$ cat config.mk
export PLATFORM = sky130hd
export DESIGN_NAME = alu_result_stage
export DESIGN_NICKNAME = d
export VERILOG_FILES = /design/src/rtl/alu_result_stage.sv
export SDC_FILE = /design/constraint.sdc
export NUM_CORES = 1
export LEC_CHECK = 0
export CELL_PAD_IN_SITES_DETAIL_PLACEMENT = 2
export CELL_PAD_IN_SITES_GLOBAL_PLACEMENT = 2
export CORE_ASPECT_RATIO = 2
export CORE_UTILIZATION = 32
export DETAILED_ROUTE_END_ITERATION = 7
export GPL_ROUTABILITY_DRIVEN = 0
export PLACE_DENSITY = 0.81
export SETUP_SLACK_MARGIN = 0.1
export SYNTH_ARGS = -nofsm -noshare
export SYNTH_HDL_FRONTEND = slang
export SYNTH_SLANG_ARGS = --single-unit
$ cat constraint.sdc
create_clock -name i_clk -period 4.5 [get_ports i_clk]
set_clock_uncertainty 0.05 [all_clocks]
set_input_delay 0.9 -clock i_clk [delete_from_list [all_inputs] [get_ports i_clk]]
set_output_delay 0.9 -clock i_clk [all_outputs]
set_load 0.01 [all_outputs]
$ cat src/rtl/alu_result_stage.sv
// Result stage behind the 8-bit add/subtract unit: derives N/Z/C/V and buffers results in a 2-entry FIFO.
// Latency one cycle from push to Out_Valid; In_Ready drops only when both entries are occupied.
module alu_result_stage #(
  parameter int WIDTH = 8
) (
  input  logic             i_clk,
  input  logic             i_rst,
  input  logic             i_in_valid,
  output logic             o_in_ready,
  input  logic [WIDTH-1:0] i_a,
  input  logic [WIDTH-1:0] i_b,
  input  logic             i_sub,
  input  logic [WIDTH-1:0] i_sum,
  input  logic             i_cout,
  output logic             o_out_valid,
  input  logic             i_out_ready,
  output logic [WIDTH-1:0] o_result,
  output logic [3:0]       o_flags,
  output logic             o_sticky_v,
  input  logic             i_clear_sticky,
  output logic [7:0]       o_op_count
);

  localparam int EW = WIDTH + 4;

  logic [EW-1:0] r_mem [2];
  logic          r_wr_ptr;
  logic          r_rd_ptr;
  logic [1:0]    r_count;
  logic          r_sticky_v;
  logic [7:0]    r_op_count;

  logic          w_push;
  logic          w_pop;
  logic          w_n;
  logic          w_z;
  logic          w_c;
  logic          w_v;
  logic [3:0]    w_flags;
  logic          w_unused;

  // Overflow only needs the operand sign bits; the low bits are carried through the adder's Sum.
  assign w_unused = ^{i_a[WIDTH-2:0], i_b[WIDTH-2:0]};

  assign w_n     = i_sum[WIDTH-1];
  assign w_z     = (i_sum == '0);
  assign w_c     = i_cout ^ i_sub;
  assign w_v     = (i_a[WIDTH-1] == (i_b[WIDTH-1] ^ i_sub)) && (i_sum[WIDTH-1] != i_a[WIDTH-1]);
  assign w_flags = {w_n, w_z, w_c, w_v};

  assign o_in_ready  = (r_count != 2'd2);
  assign o_out_valid = (r_count != 2'd0);
  assign w_push      = i_in_valid && o_in_ready;
  assign w_pop       = o_out_valid && i_out_ready;

  assign o_result   = r_mem[r_rd_ptr][EW-1:4];
  assign o_flags    = r_mem[r_rd_ptr][3:0];
  assign o_sticky_v = r_sticky_v;
  assign o_op_count = r_op_count;

  always_ff @(posedge i_clk or posedge i_rst) begin
    if (i_rst) begin
      r_mem[0]   <= '0;
      r_mem[1]   <= '0;
      r_wr_ptr   <= 1'b0;
      r_rd_ptr   <= 1'b0;
      r_count    <= 2'd0;
      r_sticky_v <= 1'b0;
      r_op_count <= 8'd0;
    end else begin
      if (w_push) begin
        r_mem[r_wr_ptr] <= {i_sum, w_flags};
        r_wr_ptr        <= ~r_wr_ptr;
        r_op_count      <= r_op_count + 8'd1;
      end
      if (w_pop) begin
        r_rd_ptr <= ~r_rd_ptr;
      end
      case ({w_push, w_pop})
        2'b10:   r_count <= r_count + 2'd1;
        2'b01:   r_count <= r_count - 2'd1;
        default: r_count <= r_count;
      endcase
      // A new overflow outranks a simultaneous clear.
      if (w_push && w_v) begin
        r_sticky_v <= 1'b1;
      end else if (i_clear_sticky) begin
        r_sticky_v <= 1'b0;
      end
    end
  end

endmodule

==> flow_metrics.env <==
export IMPL_peakVddDrop_mv=0.3528
export IMPL_start_util=0.3300
export IMPL_setup_tns_ns=0
export IMPL_drive_gt1_frac=0.2638
export IMPL_wl_per_cell_um=17.95
export IMPL_grt_pass1_wl_um=6644
export IMPL_dieHeight_um=104.5
export IMPL_final_nets=195
export IMPL_status="finished, final reports clean"
export IMPL_cts_made_buffers=5
export IMPL_power_density_nw_per_um2=729.0
export IMPL_drtAntennaViolNets=0
export IMPL_hold_violations=0
export IMPL_met3_usage=0.04532
export IMPL_cts_tree="built"
export IMPL_grt_pass1_vias=1328
export IMPL_io_buffer_count=39
export IMPL_cts_clk_slew_worst_paths_ns=0.07
export IMPL_via_per_inst=4.941
export IMPL_worstMarginPinSlew_ns=0.6254
export IMPL_post_synth_top_count_cell="dfrtp_1"
export IMPL_grt_overflow_total=0
export IMPL_cap_violations=0
export IMPL_yosys_area_top_type_share=0.5212
export IMPL_clock_latency_ns=0.29
export IMPL_max_stage_delay_ns=0.71
export IMPL_start_kind="flip-flop"
export IMPL_yosysTopAreaCell="dfrtp_1"
export IMPL_final_area_um2=2217
export IMPL_ys_ff_latch=35
export IMPL_grt_usage=0.1696
export IMPL_setup_viol=0
export IMPL_crit_arrival_ns=1.91
export IMPL_crit_path_end_kind="primary output"
export IMPL_dp_cells=213
export IMPL_cp_max_fo=13
export IMPL_clk_path_buf_depth=2
export IMPL_slew_viol_final=0
export IMPL_htreeDepth=2
export IMPL_synth_area_leaders="dfrtp_1, mux2_2, mux2_4"
export IMPL_synth_flop_cell="dfrtp_1"
export IMPL_hold_path_class="flip-flop to flip-flop"
export IMPL_n_fill_cell=537
export IMPL_ctsHoldBuffers=0
export IMPL_syn_to_final_growth_pct=31.94
export IMPL_use_met2=0.3018
export IMPL_syn_num_nets=154
export IMPL_busiest_layer="met2"
export IMPL_cts_resized=0
export IMPL_dieArea_um2=5563
export IMPL_fin_cells=221
export IMPL_slew_headroom=0.5819
export IMPL_drt_pass1_iter_count=4
export IMPL_seq_area_frac_synth=0.5212
export IMPL_antenna_found_initial=0
export IMPL_met1_usage=0.1756
export IMPL_synth_edf_count=0
export IMPL_dp_hpwl_um=2938
export IMPL_grt_max_degree=23
export IMPL_syn_cell_area_um2=1680
export IMPL_finalCritPeriodShare=0.6365
export IMPL_netlist_instances=121
export IMPL_drtIter0Drc=4
export IMPL_synthDistinctLibCells=26
export IMPL_synthArstFlopShare=1.000
export IMPL_vias=1092
export IMPL_num_rows=37
export IMPL_placedInstanceArea_um2=2100
export IMPL_fin_crit_ns=2.864
export IMPL_synth_commonest_cells="dfrtp_1, mux2_2, xnor2_1, mux2_4"
export IMPL_p_leak_uw=0.0009700
export IMPL_antenna_cells=0
export IMPL_rsz0062_at_grt="no"
export IMPL_core_area_um2=5092
export IMPL_root_buffer="clkbuf_8"
export IMPL_setup_worst_path_class="flip-flop to primary output"
export IMPL_wl_um=3966
export IMPL_timing_fmax_mhz=349.1
export IMPL_postCtsSetupRepairBufs=0
export IMPL_drc=0
export IMPL_syn_area_per_cell_um2=13.89
export IMPL_die_x_um=53.24
export IMPL_cp_slowest_cell="dfrtp_1"
export IMPL_ios=54
export IMPL_cts_sinks=35
export IMPL_required_ns=3.55
export IMPL_crit_path_cell_trace="mux2_2 -> clkdlybuf4s50_1"
export IMPL_yosysWarnings=0
cell families (layout without fill, tap and decap cells):
logic type	after synthesis	count (layout)	share of synthesized area
flops	35	35	0.5212
mux	34	34	0.2457
simple gates	24	24	0.09679
xor+xnor	14	14	0.07297
buf+inv	10	52	0.03946
fa+ha+maj	2	2	0.01489
compound gates	2	2	0.008933
power breakdown:
part	internal, µW	switching [µW]
Clock	179	117
Combinational	466	273
Sequential	455	125
Total	1100	515
layout make-up:
type / instances / area (µm²) / area share
Clock inverter: 2 / 35.03 / 0.01580
Sequential cell: 35 / 875.8 / 0.3950
Inverter: 4 / 15.01 / 0.006772
Tap cell: 58 / 72.57 / 0.03273
Multi-Input combinational cell: 76 / 738.2 / 0.3330
Clock buffer: 6 / 82.58 / 0.03725
Timing Repair Buffer: 40 / 397.9 / 0.1795
per-stage QoR:
stage	power, µW	worst slack [ns]	hold slack (ns)	util
after floorplan	1022	2.590	0.4188	-
after global placement	1290	1.676	0.4164	0.4123
after detailed placement	1330	1.637	0.4357	0.4123
after CTS	1643	1.589	0.4466	0.4354
after global routing	1714	1.528	0.4720	0.4354
final	1616	1.636	0.4391	0.4354
final timing paths:
| kind | depth (start not counted) | start | end | slack [ns] |
|---|---|---|---|---|
| worst max-delay path | 2 | r_rd_ptr | o_flags[3] | 1.64 |
| worst min-delay path | 1 | o_op_count[7] | o_op_count[7] | 0.44 |
| worst max register to register | 3 | r_count[0] | r_mem[0] | 2.73 |
| worst min register to register | 1 | o_op_count[7] | o_op_count[7] | 0.44 |
| max in group asynchronous | 3 | i_rst | o_op_count[3] | 2.82 |
| min in group asynchronous | 2 | i_rst | r_mem[13] | 0.89 |
cells in the final DEF (no fill, tap or decap):
master	netlist	routed
bufinv_16	0	1
o21ai_0	1	1
nor4_1	2	2
and3_1	1	1
buf_4	2	1
inv_1	4	4
nor2_1	1	1
and2_1	3	3
nand3_1	3	3
or2_2	1	1
clkinv_2	0	1
mux2i_1	3	3
mux2_4	9	9
a32o_1	1	1
nand2b_1	2	2
mux2_2	22	22
ha_1	2	2
xor2_1	4	4
clkdlybuf4s50_1	0	39
nand2_1	3	3
xnor2_1	10	10
nand4_1	4	4
and4_1	2	2
dfrtp_1	35	35
nand2b_4	1	1
clkbuf_8	0	6
nand3b_4	1	1
worst max-delay path: cells and delay by family, from the launching register on:
kind | cells | cell delay [ns]
DFF | 1 | 0.71
buffers and inverters | 1 | 0.49
muxes | 1 | 0.42
flip-flops by register name, summed over array words and instances (netlist names):
signal and count:
o_op_count 8, r_count 2, r_mem 22, r_rd_ptr 1
r_wr_ptr 1, o_sticky_v 1
layer usage:
metal  vias up  part of all wire
li1        499                 -
met1       554              0.33
met2        32              0.60
met3         7             0.043
met4         0             0.023
met5         -                 0
No activity file was read; power rests on OpenSTA's default activity.
